[src/rtl/axi_rd_arb_pkg.sv]
// Shared types and constants for the AXI read-channel arbiter.
// Optional QoS arbitration is enabled with the AXI_RD_ARB_QOS_EN macro.
package axi_rd_arb_pkg;

    typedef enum logic [0:0] {
        IDLE  = 1'b0,
        ISSUE = 1'b1
    } state_e;

    localparam logic [2:0] AXI_SIZE_16B   = 3'b100;
    localparam logic [1:0] AXI_BURST_INCR = 2'b01;
    localparam int         RID_W          = 4;
    localparam int         CNT_W          = 4;

endpackage

[src/rtl/axi_rd_arb_if.sv]
// Slave-facing AXI read port (AR + R) of the arbiter, 128-bit data.
// Handshake: a beat transfers on a rising clock edge where valid and ready are both high.
interface axi_rd_arb_if;
    import axi_rd_arb_pkg::*;

    logic             arvalid;
    logic             arready;
    logic [RID_W-1:0] arid;
    logic [31:0]      araddr;
    logic [5:0]       arlen;
    logic [2:0]       arsize;
    logic [1:0]       arburst;
    logic [3:0]       arqos;
    logic             rvalid;
    logic             rready;
    logic [RID_W-1:0] rid;
    logic [127:0]     rdata;
    logic             rlast;
    logic [1:0]       rresp;

    modport master (
        output arvalid, arid, araddr, arlen, arsize, arburst, arqos, rready,
        input  arready, rvalid, rid, rdata, rlast, rresp
    );

    modport slave (
        input  arvalid, arid, araddr, arlen, arsize, arburst, arqos, rready,
        output arready, rvalid, rid, rdata, rlast, rresp
    );

endinterface

[src/rtl/axi_rd_arb_rr_pick.sv]
// Round-robin picker: first set bit of i_eligible at or after i_ptr, wrapping.
// Purely combinational; shared by read- and write-side arbiters.
module axi_rd_arb_rr_pick #(
    parameter int NREQ  = 4,
    parameter int IDX_W = 2
) (
    input  logic [NREQ-1:0]  i_eligible,
    input  logic [IDX_W-1:0] i_ptr,
    output logic             o_any,
    output logic [NREQ-1:0]  o_grant_oh,
    output logic [IDX_W-1:0] o_grant_idx
);

    logic [IDX_W-1:0] w_c;

    always_comb begin
        o_any       = 1'b0;
        o_grant_oh  = '0;
        o_grant_idx = '0;
        w_c         = '0;
        for (int k = 0; k < NREQ; k++) begin
            w_c = IDX_W'((int'(i_ptr) + k) % NREQ);
            if (!o_any && i_eligible[w_c]) begin
                o_any       = 1'b1;
                o_grant_oh  = NREQ'(1) << w_c;
                o_grant_idx = w_c;
            end
        end
    end

endmodule

[src/rtl/axi_rd_arb.sv]
// Round-robin arbiter sharing one AXI read port among NREQ requesters, arid = requester index.
// Define AXI_RD_ARB_QOS_EN to restrict each arbitration to the highest-QoS eligible requesters.
module axi_rd_arb
    import axi_rd_arb_pkg::*;
#(
    parameter int NREQ    = 4,
    parameter int MAX_OUT = 4
) (
    input  logic              aclk,
    input  logic              arst,
    input  logic [NREQ-1:0]   req_arvalid,
    input  logic [NREQ*32-1:0] req_araddr,
    input  logic [NREQ*6-1:0] req_arlen,
    input  logic [NREQ*4-1:0] req_arqos,
    output logic [NREQ-1:0]   req_arready,
    output logic [NREQ-1:0]   req_rvalid,
    input  logic [NREQ-1:0]   req_rready,
    output logic [127:0]      req_rdata,
    output logic              req_rlast,
    output logic [1:0]        req_rresp,
    axi_rd_arb_if.master      m_axi,
    output logic              err_rid,
    output state_e            o_dbg_state
);

    localparam int IDX_W = $clog2(NREQ);

    state_e           r_state;
    logic [IDX_W-1:0] r_rr_ptr;
    logic [IDX_W-1:0] r_grant;
    logic [NREQ-1:0]  r_grant_oh;
    logic             r_arvalid;
    logic [31:0]      r_araddr;
    logic [5:0]       r_arlen;
    logic [CNT_W-1:0] r_out_cnt [NREQ];
    logic             r_err_rid;

    logic [31:0]      w_addr [NREQ];
    logic [5:0]       w_len  [NREQ];
    logic [NREQ-1:0]  w_eligible;
    logic [NREQ-1:0]  w_cand;
    logic             w_any;
    logic [NREQ-1:0]  w_grant_oh;
    logic [IDX_W-1:0] w_grant_idx;
    logic             w_ar_hs;
    logic             w_rid_ok;
    logic             w_r_last_hs;
    logic [15:0]      w_rdy_pad;
    logic [NREQ-1:0]  w_inc;
    logic [NREQ-1:0]  w_dec;

    for (genvar i = 0; i < NREQ; i++) begin : g_req
        assign w_addr[i]     = req_araddr[32*i +: 32];
        assign w_len[i]      = req_arlen[6*i +: 6];
        assign w_eligible[i] = req_arvalid[i] && (r_out_cnt[i] != CNT_W'(MAX_OUT));
        assign req_rvalid[i] = m_axi.rvalid && (m_axi.rid == RID_W'(i));
        assign w_dec[i]      = w_r_last_hs && (m_axi.rid == RID_W'(i));
    end

`ifdef AXI_RD_ARB_QOS_EN
    logic [3:0] w_qos [NREQ];
    logic [3:0] w_max_qos;
    logic [3:0] r_arqos;

    for (genvar i = 0; i < NREQ; i++) begin : g_qos
        assign w_qos[i] = req_arqos[4*i +: 4];
    end

    // Only the top QoS level among eligible requesters enters round-robin.
    always_comb begin
        w_max_qos = '0;
        w_cand    = '0;
        for (int i = 0; i < NREQ; i++) begin
            if (w_eligible[i] && (w_qos[i] > w_max_qos)) w_max_qos = w_qos[i];
        end
        for (int i = 0; i < NREQ; i++) begin
            w_cand[i] = w_eligible[i] && (w_qos[i] == w_max_qos);
        end
    end

    assign m_axi.arqos = r_arqos;
`else
    logic w_unused_qos;
    assign w_unused_qos = ^req_arqos;
    assign w_cand       = w_eligible;
    assign m_axi.arqos  = 4'd0;
`endif

    axi_rd_arb_rr_pick #(
        .NREQ  (NREQ),
        .IDX_W (IDX_W)
    ) u_rr_pick (
        .i_eligible  (w_cand),
        .i_ptr       (r_rr_ptr),
        .o_any       (w_any),
        .o_grant_oh  (w_grant_oh),
        .o_grant_idx (w_grant_idx)
    );

    assign w_ar_hs = (r_state == ISSUE) && m_axi.arready;
    assign w_inc   = {NREQ{w_ar_hs}} & r_grant_oh;

    always_ff @(posedge aclk or posedge arst) begin
        if (arst) begin
            r_state    <= IDLE;
            r_rr_ptr   <= '0;
            r_grant    <= '0;
            r_grant_oh <= '0;
            r_arvalid  <= 1'b0;
            r_araddr   <= '0;
            r_arlen    <= '0;
`ifdef AXI_RD_ARB_QOS_EN
            r_arqos    <= '0;
`endif
        end else begin
            case (r_state)
                IDLE: begin
                    if (w_any) begin
                        r_state    <= ISSUE;
                        r_arvalid  <= 1'b1;
                        r_grant    <= w_grant_idx;
                        r_grant_oh <= w_grant_oh;
                        r_araddr   <= w_addr[w_grant_idx];
                        r_arlen    <= w_len[w_grant_idx];
`ifdef AXI_RD_ARB_QOS_EN
                        r_arqos    <= w_qos[w_grant_idx];
`endif
                    end
                end
                ISSUE: begin
                    if (m_axi.arready) begin
                        r_state   <= IDLE;
                        r_arvalid <= 1'b0;
                        r_rr_ptr  <= (r_grant == IDX_W'(NREQ - 1)) ? '0 : r_grant + 1'b1;
                    end
                end
                default: r_state <= IDLE;
            endcase
        end
    end

    // Out-of-range rids are always accepted so a bad slave cannot stall the channel.
    assign w_rid_ok = int'(m_axi.rid) < NREQ;

    always_comb begin
        w_rdy_pad             = '1;
        w_rdy_pad[NREQ-1:0]   = req_rready;
    end

    assign m_axi.rready = w_rdy_pad[m_axi.rid];
    assign w_r_last_hs  = m_axi.rvalid && m_axi.rready && m_axi.rlast && w_rid_ok;

    always_ff @(posedge aclk or posedge arst) begin
        if (arst) begin
            for (int i = 0; i < NREQ; i++) r_out_cnt[i] <= '0;
            r_err_rid <= 1'b0;
        end else begin
            for (int i = 0; i < NREQ; i++) begin
                case ({w_inc[i], w_dec[i]})
                    2'b10:   r_out_cnt[i] <= r_out_cnt[i] + 1'b1;
                    2'b01:   if (r_out_cnt[i] != '0) r_out_cnt[i] <= r_out_cnt[i] - 1'b1;
                    default: r_out_cnt[i] <= r_out_cnt[i];
                endcase
            end
            if (m_axi.rvalid && !w_rid_ok) r_err_rid <= 1'b1;
        end
    end

    assign req_arready     = w_inc;
    assign req_rdata       = m_axi.rdata;
    assign req_rlast       = m_axi.rlast;
    assign req_rresp       = m_axi.rresp;
    assign m_axi.arvalid   = r_arvalid;
    assign m_axi.arid      = RID_W'(r_grant);
    assign m_axi.araddr    = r_araddr;
    assign m_axi.arlen     = r_arlen;
    assign m_axi.arsize    = AXI_SIZE_16B;
    assign m_axi.arburst   = AXI_BURST_INCR;
    assign err_rid         = r_err_rid;
    assign o_dbg_state     = r_state;

endmodule

[src/flat_wrapper.sv]
// flat-port wrapper written by rule: the top's interface ports become plain ports
module axi_rd_arb_flat import axi_rd_arb_pkg::*;
#(
    parameter int NREQ    = 4,
    parameter int MAX_OUT = 4
)
  (aclk, arst, req_arvalid, req_araddr, req_arlen, req_arqos, req_arready, req_rvalid, req_rready, req_rdata, req_rlast, req_rresp, err_rid, o_dbg_state, m_axi_arvalid, m_axi_arid, m_axi_araddr, m_axi_arlen, m_axi_arsize, m_axi_arburst, m_axi_arqos, m_axi_rready, m_axi_arready, m_axi_rvalid, m_axi_rid, m_axi_rdata, m_axi_rlast, m_axi_rresp);
  axi_rd_arb_if m_axi_i ();
  input  logic aclk;
  input  logic arst;
  input  logic [NREQ-1:0] req_arvalid;
  input  logic [NREQ*32-1:0] req_araddr;
  input  logic [NREQ*6-1:0] req_arlen;
  input  logic [NREQ*4-1:0] req_arqos;
  output logic [NREQ-1:0] req_arready;
  output logic [NREQ-1:0] req_rvalid;
  input  logic [NREQ-1:0] req_rready;
  output logic [127:0] req_rdata;
  output logic req_rlast;
  output logic [1:0] req_rresp;
  output logic err_rid;
  output state_e o_dbg_state;
  output wire logic [$bits(m_axi_i.arvalid)-1:0] m_axi_arvalid;
  output wire logic [$bits(m_axi_i.arid)-1:0] m_axi_arid;
  output wire logic [$bits(m_axi_i.araddr)-1:0] m_axi_araddr;
  output wire logic [$bits(m_axi_i.arlen)-1:0] m_axi_arlen;
  output wire logic [$bits(m_axi_i.arsize)-1:0] m_axi_arsize;
  output wire logic [$bits(m_axi_i.arburst)-1:0] m_axi_arburst;
  output wire logic [$bits(m_axi_i.arqos)-1:0] m_axi_arqos;
  output wire logic [$bits(m_axi_i.rready)-1:0] m_axi_rready;
  input wire logic [$bits(m_axi_i.arready)-1:0] m_axi_arready;
  input wire logic [$bits(m_axi_i.rvalid)-1:0] m_axi_rvalid;
  input wire logic [$bits(m_axi_i.rid)-1:0] m_axi_rid;
  input wire logic [$bits(m_axi_i.rdata)-1:0] m_axi_rdata;
  input wire logic [$bits(m_axi_i.rlast)-1:0] m_axi_rlast;
  input wire logic [$bits(m_axi_i.rresp)-1:0] m_axi_rresp;
  assign m_axi_arvalid = m_axi_i.arvalid;
  assign m_axi_arid = m_axi_i.arid;
  assign m_axi_araddr = m_axi_i.araddr;
  assign m_axi_arlen = m_axi_i.arlen;
  assign m_axi_arsize = m_axi_i.arsize;
  assign m_axi_arburst = m_axi_i.arburst;
  assign m_axi_arqos = m_axi_i.arqos;
  assign m_axi_rready = m_axi_i.rready;
  assign m_axi_i.arready = m_axi_arready;
  assign m_axi_i.rvalid = m_axi_rvalid;
  assign m_axi_i.rid = m_axi_rid;
  assign m_axi_i.rdata = m_axi_rdata;
  assign m_axi_i.rlast = m_axi_rlast;
  assign m_axi_i.rresp = m_axi_rresp;
  axi_rd_arb #(.NREQ(NREQ), .MAX_OUT(MAX_OUT)) u_core (.aclk(aclk), .arst(arst), .req_arvalid(req_arvalid), .req_araddr(req_araddr), .req_arlen(req_arlen), .req_arqos(req_arqos), .req_arready(req_arready), .req_rvalid(req_rvalid), .req_rready(req_rready), .req_rdata(req_rdata), .req_rlast(req_rlast), .req_rresp(req_rresp), .m_axi(m_axi_i), .err_rid(err_rid), .o_dbg_state(o_dbg_state));
endmodule
[config.mk]
export PLATFORM = sky130hd
export DESIGN_NAME = axi_rd_arb_flat
export DESIGN_NICKNAME = d
export VERILOG_FILES = /design/src/rtl/axi_rd_arb_pkg.sv /design/src/rtl/axi_rd_arb_if.sv /design/src/rtl/axi_rd_arb_rr_pick.sv /design/src/rtl/axi_rd_arb.sv /design/src/flat_wrapper.sv
export SDC_FILE = /design/constraint.sdc
export NUM_CORES = 1
export LEC_CHECK = 0
export ABC_AREA = 1
export CAP_MARGIN = 20
export CORE_AREA = 3 3 197 199
export CTS_BUF_LIST = sky130_fd_sc_hd__clkbuf_8 sky130_fd_sc_hd__clkbuf_16
export CTS_CLUSTER_DIAMETER = 50
export DETAILED_ROUTE_END_ITERATION = 12
export DIE_AREA = 0 0 200 202
export SYNTH_ARGS = -nofsm -noshare
export SYNTH_HDL_FRONTEND = slang
export SYNTH_SLANG_ARGS = --single-unit
[constraint.sdc]
create_clock -name aclk -period 3.6 [get_ports aclk]
set_input_delay 0.72 -clock aclk [delete_from_list [all_inputs] [get_ports aclk]]
set_output_delay 0.72 -clock aclk [all_outputs]
set_load 0.02 [all_outputs]
; ---- After elaboration in Yosys (flattened, before gate mapping)
; Index checks and enable logic that the tools add are counted.
[totals]
register_bits = 65
latchBits = 0
ram_bits = 0
rom_bits = 0
inputBits = 315
output_inout_bits = 194
elab_cells = 143
n_memories = 0
[classes]
n_addsub = 12
n_mul = 0
div_mod_pow = 0
magnitude_cmp = 7
eq_ne = 22
shift = 4
n_mux = 43
bitwise = 3
reduce_logical = 40
[op_table]
columns = op, count
row1 = 32-bit binary-select mux with 2-bit select, 1
row2 = 32-bit 2-to-1 mux, 2
row3 = 4-bit 2-to-1 mux, 8
row4 = 4-bit one-hot mux with 2 select lines, 4
row5 = 1-bit logical AND, 20
row6 = "4-bit by 1-bit adder with 4-bit output, second input constant", 4
row7 = "4-bit by 3-bit != test with 1-bit output, second input constant", 4
row8 = 4-bit nonzero test, 4
row9 = "1-bit by 2-bit left shift with 4-bit output, first input constant", 4
row10 = "4-bit by 1-bit subtractor with 4-bit output, second input constant", 4
row11 = 2-bit AND reduction, 7
row12 = 1-bit 2-to-1 mux, 13
row13 = 6-bit binary-select mux with 2-bit select, 1
row14 = "2-bit by 3-bit < comparator with 1-bit output, second input constant", 4
row15 = 6-bit 2-to-1 mux, 2
row16 = "2-bit equality test, second input constant", 5
row17 = 2-bit 2-to-1 mux, 5
row18 = 1-bit binary-select mux with 2-bit select, 4
row19 = "2-bit by 1-bit equality test with 1-bit output, second input constant", 4
row20 = "4-bit by 2-bit equality test with 1-bit output, second input constant", 2
row21 = "2-bit by 1-bit != test with 1-bit output, second input constant", 4
row22 = 2-bit nonzero test, 4
row23 = "4-bit by 5-bit < comparator with 1-bit output, second input constant", 1
row24 = "2-bit by 1-bit adder with 2-bit output, second input constant", 2
row25 = other kinds (12), 18

; ---- Logic depth before layout (Yosys ltp)
; Gate-level depths: netlist (run 1).
[depth]
depth_word = 18
ltp_mapped = 17
ltp_nobuf = 17

; ---- Hierarchy
; From an unflattened synthesis (run 1), not the netlist that was laid out.
[unflattened]
cells_unflattened = 828
hier_area_um2 = 5713.0
[modules_own_cells]
columns = mod, instances, cells_per_inst, area_per_inst_um2, seq_area_each_um2
row1 = axi_rd_arb, 1, 755, 5302.6, 1626.6
row2 = axi_rd_arb_rr_pick, 1, 73, 410.4, 0.0

; ---- Worst setup path after synthesis (run 1)
; No wires, ideal clock.
[synth_path]
path_type = input-to-reg
startpoint = input m_axi_rid[2]
endpoint = register u_core.r_out_cnt[6] (netlist bit)
t_arrival_ns = 2.520
t_required_ns = 3.477
slack_ns = 0.957
path_stages = 13
n_path_buf = 0
path_cell_list = nor2_1 -> inv_1 -> a21oi_1 -> nand4_1 -> nand3_1 -> inv_1 -> nand3_1 -> xor2_1 -> inv_1 -> ha_1 -> xnor2_1 -> nand3b_1 -> xor2_1
[synth_between]
elab_chain_cells = 9
word_cells_on_any_way = 14
classes_between = order compare: 1 / eq/ne: 4 / mux: 3 / reduce/logical: 6
[synth_rtl]
columns = item, line
row1 = start: declaration, flat_wrapper.sv:33  ; input wire logic [$bits(m_axi_i.rid)-1:0] m_axi_rid;
row2 = 1-bit binary-select mux with 4-bit select *, axi_rd_arb.sv:150  ; assign m_axi.rready = w_rdy_pad[m_axi.rid];
row3 = 1-bit 2-to-1 mux (not written as such) *, axi_rd_arb.sv:150
row4 = net m_axi_rready, flat_wrapper.sv:30  ; output wire logic [$bits(m_axi_i.rready)-1:0] m_axi_rready;
row5 = 1-bit logical AND * (3 in series), axi_rd_arb.sv:151  ; assign w_r_last_hs = m_axi.rvalid && m_axi.rready && m_axi.rlast && w_rid_ok;
row6 = 1-bit logical AND *, axi_rd_arb.sv:57  ; assign w_dec[i] = w_r_last_hs && (m_axi.rid == RID_W'(i));
row7 = 2-bit by 1-bit equality test with 1-bit output or 2-bit equality test (tied branches), axi_rd_arb.sv:159  ; case ({w_inc[i], w_dec[i]})
row8 = 2-bit by 1-bit != test with 1-bit output (no line) or 2-bit nonzero test (tied branches), n/a
row9 = 2-bit AND reduction (no line), n/a
row10 = end signal: indexed assignment, axi_rd_arb.sv:160  ; 2'b10: r_out_cnt[i] <= r_out_cnt[i] + 1'b1;
row11 = end signal: indexed assignment, axi_rd_arb.sv:162  ; default: r_out_cnt[i] <= r_out_cnt[i];
row12 = end: declaration, axi_rd_arb.sv:35  ; logic [CNT_W-1:0] r_out_cnt [NREQ];
; Mark *: on every way through the listed nets, which the timed path passes. The rest lies on a longest branch. The select of a mux whose other input is x is not followed.
; A chain may end at the register's enable or synchronous reset.

; ---- Worst setup path after layout (run 1)
[layout_path]
startpoint = input m_axi_arready
endpoint = output req_arready[0]
[layout_between]
elab_chain_cells = 2
[layout_rtl]
columns = item, line
row1 = start: declaration, flat_wrapper.sv:31  ; input wire logic [$bits(m_axi_i.arready)-1:0] m_axi_arready;
row2 = 1-bit logical AND, axi_rd_arb.sv:100  ; assign w_ar_hs = (r_state == ISSUE) && m_axi.arready;
row3 = 4-bit AND, axi_rd_arb.sv:101  ; assign w_inc = {NREQ{w_ar_hs}} & r_grant_oh;
row4 = end: declaration, flat_wrapper.sv:15  ; output logic [NREQ-1:0] req_arready;
; Every way passes these cells.

==> results.json, run 1 <==
{
  "relSlewSlack": 0.381,
  "die_h_um": 202,
  "cts_htree_levels": 3,
  "initial_utilization": 0.166,
  "hold_path_depth": 1,
  "grt_pass1_vias": 5449,
  "max_stage_delay_ps": 620,
  "critPathLaunchType": "input port",
  "areaGrowthSynthToFinish_pct": 32.0,
  "via_per_inst": 3.76,
  "final_area_um2": 8210,
  "reg2regPathDepth": 13,
  "synth_seq_cells": 65,
  "grt_max_degree": 67,
  "cpMaxStageDelayCell": "clkdlybuf4s50_1",
  "clockRootBuffer": "clkbuf_16",
  "power_density_nw_per_um2": 890,
  "hold_class": "flip-flop to flip-flop",
  "arrival_ps": 2410,
  "detail_route.first_pass.iterations": 5,
  "ios": 509,
  "worst_slew_pin_slew_ps": 929,
  "grt_pass1_wl_um": 30400,
  "finalSetupTns_ps": 0,
  "peakVddDrop_uv": 296,
  "maxCapViolCount": 0,
  "synth_cells": 924,
  "power_mw": 7.31,
  "core_region_area_um2": 37400,
  "placed_area_um2": 7910,
  "crit_chain": "clkdlybuf4s50_1 > nand2_1 > inv_1 > nand2_1 > inv_1 > clkdlybuf4s50_1",
  "wirelength_um": 20600,
  "ant_nets": 0,
  "syn_avg_cell_area_um2": 6.73,
  "cts_sinks": 65,
  "crit_fanout": 6,
  "dieArea_um2": 40400,
  "hpwl_um": 16500,
  "max_freq_mhz": 319,
  "grtUsageTotal": 0.0996,
  "antenna_cells": 0,
  "rsz0062_at_grt": "no",
  "rows": 71,
  "synth_most_common_cell": "nand2_1",
  "avgRoutedWirePerCell_um": 13.6,
  "netlist_top_cells_area": "dfrtp_1 (26%), buf_4 (18%), nand2_1 (15%)",
  "synth_top_area_share": 0.262,
  "critPathKind": "input port to primary output",
  "drtIter0Drc": 197,
  "clk_pin_slew_ps": 60,
  "worstReg2RegStart": "u_core.r_rr_ptr[0]",
  "antenna_found_initial": 1,
  "gr-total-overflow": 0,
  "final_util": 0.219,
  "synth_seq_area_share": 0.262,
  "nNetsFinal": 1327,
  "cts_made_buffers": 9,
  "synth_cell_types": 40,
  "status": "completed",
  "finalSetupViolCount": 0,
  "r2r_end": "u_core.m_axi.arlen[2]",
  "cts_resized": 0,
  "hold_end": "u_core.err_rid",
  "min_from": "u_core.err_rid",
  "path_buf_inv": 4,
  "leakagePower_nw": 3.89,
  "synth_commonest_cells": "nand2_1 (254), buf_4 (147), inv_1 (129), nand3_1 (123), dfrtp_1 (65)",
  "cp.required_ps": 2880,
  "critical_path.endpoint_type": "primary output",
  "drv_slew": 0,
  "r2r_slack_ps": 530,
  "finClkSkew_ps": 9.33,
  "synth_edf_count": 0,
  "cp_num_cells": 6,
  "place.gp.congestion": 0.761,
  "drc": 0,
  "insertion_delay_ps": 340,
  "period_minus_slack_ps": 3130,
  "clock_path_buffers": 2,
  "drive_above_1_share": 0.0675,
  "post_cts_buffers": 0,
  "hold_viol_final": 0,
  "period_share": 0.870,
  "synth_warnings": 0,
  "synth_ff_type": "dfrtp_1",
  "cp_top_family": "buffers and inverters",
  "vias": 5715,
  "fp.dieW_um": 200,
  "yosys.area.top_type": "dfrtp_1",
  "syn-cell-area_um2": 6220,
  "tritoncts": "done",
  "hold_buffers": 0,
  "port_buffers": 221,
  "synthArstFlopShare": 1.00
}
worst register-to-register path, stage by stage (launching register included):
cell and delay, ps:
dfrtp_1 630, inv_2 150, ha_1 400, inv_1 140, nand3_1 90, nand2_1 130
nand3_2 190, nand3_4 250, nand2_4 210, inv_2 90, buf_4 320, nand2_1 160
nand3_1 120, nand3_1 80
layout by cell type, fill, tap and decap left out, types with 3 or more instances in the layout:
cell type	synthesis	final
inv_2	5	5
or2_2	4	4
clkdlybuf4s50_1	0	221
nand3_1	123	123
nand2_4	3	3
or2_1	14	14
xnor2_1	3	3
buf_4	147	7
a21oi_1	10	10
nand4_1	4	4
nand3_2	14	14
nor2_1	35	35
nand2_2	5	5
nand3b_1	9	9
ha_1	9	9
inv_1	129	128
nor3_1	4	4
o21ai_0	14	14
nand2_1	254	254
clkbuf_16	0	9
clkinv_2	0	3
clkinvlp_4	0	3
conb_1	2	11
dfrtp_1	65	65
or2_0	16	16
xor2_1	12	12
final cells by class:
| class | instances | area [µm²] |
|---|---|---|
| Multi-Input combinational cell | 561 | 2830 |
| Timing Repair Buffer | 230 | 2300 |
| Inverter | 136 | 517 |
| Fill cell | 4217 | 29200 |
| Clock buffer | 9 | 225 |
| Tap cell | 511 | 639 |
| Sequential cell | 65 | 1630 |
| Clock inverter | 7 | 71.3 |
metrics by stage:
| step | setup WS (ps) | hold slack [ps] | instances |
|---|---|---|---|
| 2_1_floorplan | 957 | 462 | 933 |
| 3_3_place_gp | 388 | 447 | 1503 |
| 3_5_place_dp | 386 | 452 | 1503 |
| 4_1_cts | 472 | 468 | 1519 |
| 5_1_grt | 214 | 492 | 1519 |
| 6_report | 468 | 458 | 1519 |
kinds of logic (layout without fill, tap and decap cells):
family | count (synthesis) | count (layout) | synth area share
simple gates | 492 | 492 | 0.376
xor+xnor | 15 | 15 | 0.0211
compound gates | 34 | 34 | 0.0328
buf+inv | 307 | 382 | 0.289
other cells | 2 | 11 | 0.00121
fa+ha+maj | 9 | 9 | 0.0181
flops | 65 | 65 | 0.262
per-layer routing:
layer	track usage	wire length, µm	part of all wire	vias up
met5	0.00247	12	0.00058	-
met4	0.0416	650	0.032	2
met3	0.0500	2350	0.11	34
met2	0.174	10300	0.50	293
met1	0.0991	7340	0.36	2555
li1	-	-	-	2831
state kept, by name, summed over array words and instances, names as in the netlist:
| register | flops |
|---|---|
| u_core.r_grant_oh | 4 |
| u_core.r_out_cnt | 16 |
| u_core.m_axi.arvalid | 1 |
| u_core.r_rr_ptr | 2 |
| u_core.m_axi.araddr | 32 |
| u_core.r_grant | 2 |
| u_core.o_dbg_state | 1 |
| u_core.m_axi.arlen | 6 |
| u_core.err_rid | 1 |
worst max path at each step:
| stage | slack (ps) | end | startpoint |
|---|---|---|---|
| final | 470 | req_arready[0] | m_axi_arready |
| after global placement | 390 | u_core.m_axi.arlen[2] | req_arvalid[3] |
| after CTS | 470 | req_arready[0] | m_axi_arready |
| after detailed placement | 390 | u_core.m_axi.arlen[2] | req_arvalid[3] |
| after global routing | 210 | u_core.m_axi.arlen[2] | u_core.r_rr_ptr[0] |
| after floorplan | 960 | u_core.r_out_cnt[6] | m_axi_rid[2] |
report_power, final:
group	switching (mW)	internal, mW	total (mW)
Clock	0.384	0.536	0.919
Sequential	0.278	1.13	1.40
Combinational	3.12	1.87	4.99
Total	3.78	3.53	7.31
No activity file was read; power rests on OpenSTA's default activity.
==> inputs of run 2 (changes only) <==
--- a/config.mk
+++ b/config.mk
@@ -7,11 +7,12 @@
 export LEC_CHECK = 0
 export ABC_AREA = 1
 export CAP_MARGIN = 20
-export CORE_AREA = 3 3 197 199
+export CORE_AREA = 3 3 198 200
 export CTS_BUF_LIST = sky130_fd_sc_hd__clkbuf_8 sky130_fd_sc_hd__clkbuf_16
 export CTS_CLUSTER_DIAMETER = 50
 export DETAILED_ROUTE_END_ITERATION = 12
-export DIE_AREA = 0 0 200 202
+export DIE_AREA = 0 0 201 203
+export SETUP_SLACK_MARGIN = 0.4
 export SYNTH_ARGS = -nofsm -noshare
 export SYNTH_HDL_FRONTEND = slang
 export SYNTH_SLANG_ARGS = --single-unit
==> constraint.sdc (replaced) <==
create_clock -name aclk -period 2.8 [get_ports aclk]
set_input_delay 0.56 -clock aclk [delete_from_list [all_inputs] [get_ports aclk]]
set_output_delay 0.56 -clock aclk [all_outputs]
set_load 0.02 [all_outputs]
==> results.json, run 2 (synthesis results as in run 1) <==
{
  "critPathLaunchType": "flip-flop",
  "relSlewSlack": 0.579,
  "cp.required_ps": 3030,
  "finalSetupViolCount": 0,
  "fp.dieW_um": 201,
  "dieArea_um2": 40800,
  "insertion_delay_ps": 350,
  "drtIter0Drc": 164,
  "port_buffers": 221,
  "crit_chain": "nor2_2 > nand2_1 > nand3_2 > nand3_1 > nand2_2 > nand4_2 > buf_4 > nand2_8 > nand2_8 > buf_12 > or2_0 > nand3_1 > nand3_1",
  "final_common_cell": "nand2_1",
  "vias": 5960,
  "rows": 71,
  "crit_fanout": 34,
  "grt_max_degree": 36,
  "wirelength_um": 23100,
  "clk_pin_slew_ps": 60,
  "via_per_inst": 3.81,
  "maxCapViolCount": 0,
  "hold_buffers": 0,
  "peakVddDrop_uv": 725,
  "gr-total-overflow": 0,
  "hold_class": "flip-flop to flip-flop",
  "status": "completed",
  "rsz0062_at_grt": "yes",
  "antenna_found_initial": 1,
  "period_share": 0.815,
  "grt_pass1_vias": 5969,
  "finalSetupTns_ps": 0,
  "max_stage_delay_ps": 420,
  "drv_slew": 0,
  "grt_pass1_wl_um": 34200,
  "initial_utilization": 0.165,
  "worst_slew_pin_slew_ps": 631,
  "crit_top_cell": "nand3_1",
  "grtUsageTotal": 0.110,
  "register_area_um2": 1630,
  "filler_cell_count": 4174,
  "max_freq_mhz": 438,
  "die_h_um": 203,
  "hpwl_um": 17800,
  "largest_reg_flops": 32,
  "clock_path_buffers": 2,
  "final_cell_mix": "nand2_1 (247), clkdlybuf4s50_1 (204), inv_1 (123)",
  "power_mw": 11.2,
  "cts_made_buffers": 9,
  "antenna_cells": 0,
  "detail_route.first_pass.iterations": 4,
  "core_region_area_um2": 37600,
  "period_minus_slack_ps": 2280,
  "cts_htree_levels": 3,
  "finClkSkew_ps": 13.5,
  "reg2regPathDepth": 13,
  "ant_nets": 0,
  "cpMaxStageDelayCell": "dfrtp_1",
  "hold_viol_final": 0,
  "nNetsFinal": 1373,
  "cp_top_family": "simple AND/OR/NAND/NOR gates",
  "final_cells": 1565,
  "cts_sinks": 65,
  "place.gp.congestion": 0.851,
  "multi_input_area_um2": 3000,
  "drc": 0,
  "dp_cells": 1534,
  "power_density_nw_per_um2": 1250,
  "path_buf_inv": 2,
  "hold_path_depth": 1,
  "avgRoutedWirePerCell_um": 14.8,
  "leakagePower_nw": 4.28,
  "clockRootBuffer": "clkbuf_16",
  "areaGrowthSynthToFinish_pct": 43.5,
  "ios": 509,
  "critical_path.endpoint_type": "flip-flop",
  "tritoncts": "done",
  "cp_num_cells": 13,
  "critPathKind": "flip-flop to flip-flop",
  "arrival_ps": 2510,
  "drive_above_1_share": 0.143
}
run 2: cell count changes in the layout (fill, tap and decap cells not counted), moves of 5 or more:
cell             change
buf_12               +7
buf_4               +30
clkdlybuf4s50_1     -17
dlygate4sd2_1        +7
dlymetal6s2s_1       +6
inv_1                -5
nand2_1              -7
nand2_2              +6
nand3_1             -10
nand3_2              +8
run 2: cell type report:
cell class | instances | share of cell area
clock buffer | 10 | 0.0268
timing repair buffer | 274 | 0.314
multi-input combinational | 563 | 0.336
tap | 511 | 0.0716
clock inverter | 6 | 0.0101
inverter | 136 | 0.0585
sequential | 65 | 0.183
run 2: through the flow:
stage / instance area, µm² / worst slack, ps / hold slack [ps] / utilization
floorplan: 6280 / 424 / 462 / -
global placement: 8230 / -202 / 446 / 0.219
detailed placement: 8230 / -216 / 443 / 0.219
CTS: 8740 / 380 / 457 / 0.233
global route: 8920 / 389 / 490 / 0.237
finish: 8920 / 517 / 453 / 0.237
run 2: what timing repair did:
action,CTS,global route
endpoints found under the hold margin,0,0
pin swaps,3,10
buffers inserted,7,4
setup endpoints to repair,44,56
resized for setup,29,38
gates cloned,3,1
run 2: final timing paths:
kind | startpoint | endpoint | slack (ps)
min reg2reg | u_core.err_rid | u_core.err_rid | 450
min in group asynchronous | arst | u_core.m_axi.araddr[29] | 610
min | u_core.err_rid | u_core.err_rid | 450
max reg2reg | u_core.r_out_cnt[8] | u_core.m_axi.araddr[31] | 520
max | u_core.r_out_cnt[8] | u_core.m_axi.araddr[31] | 520
max in group asynchronous | arst | u_core.r_out_cnt[2] | 1530
run 2: report_power, final:
part           total [mW]  leakage (nW)  internal (mW)  switching, mW
registers            1.79         0.781           1.45          0.334
clock network        1.30         0.159          0.808          0.495
logic                8.07          3.34           3.38           4.69
total                11.2          4.28           5.64           5.52
run 2: routing by layer:
metal  vias up  wire (µm)  global-route usage  share of wire
met5         -         12             0.00833        0.00052
met4         2        611              0.0414          0.026
met3        33       2370              0.0516           0.10
met2       332      11400               0.191           0.49
met1      2663       8760               0.115           0.38
li1       2930          -                   -              -
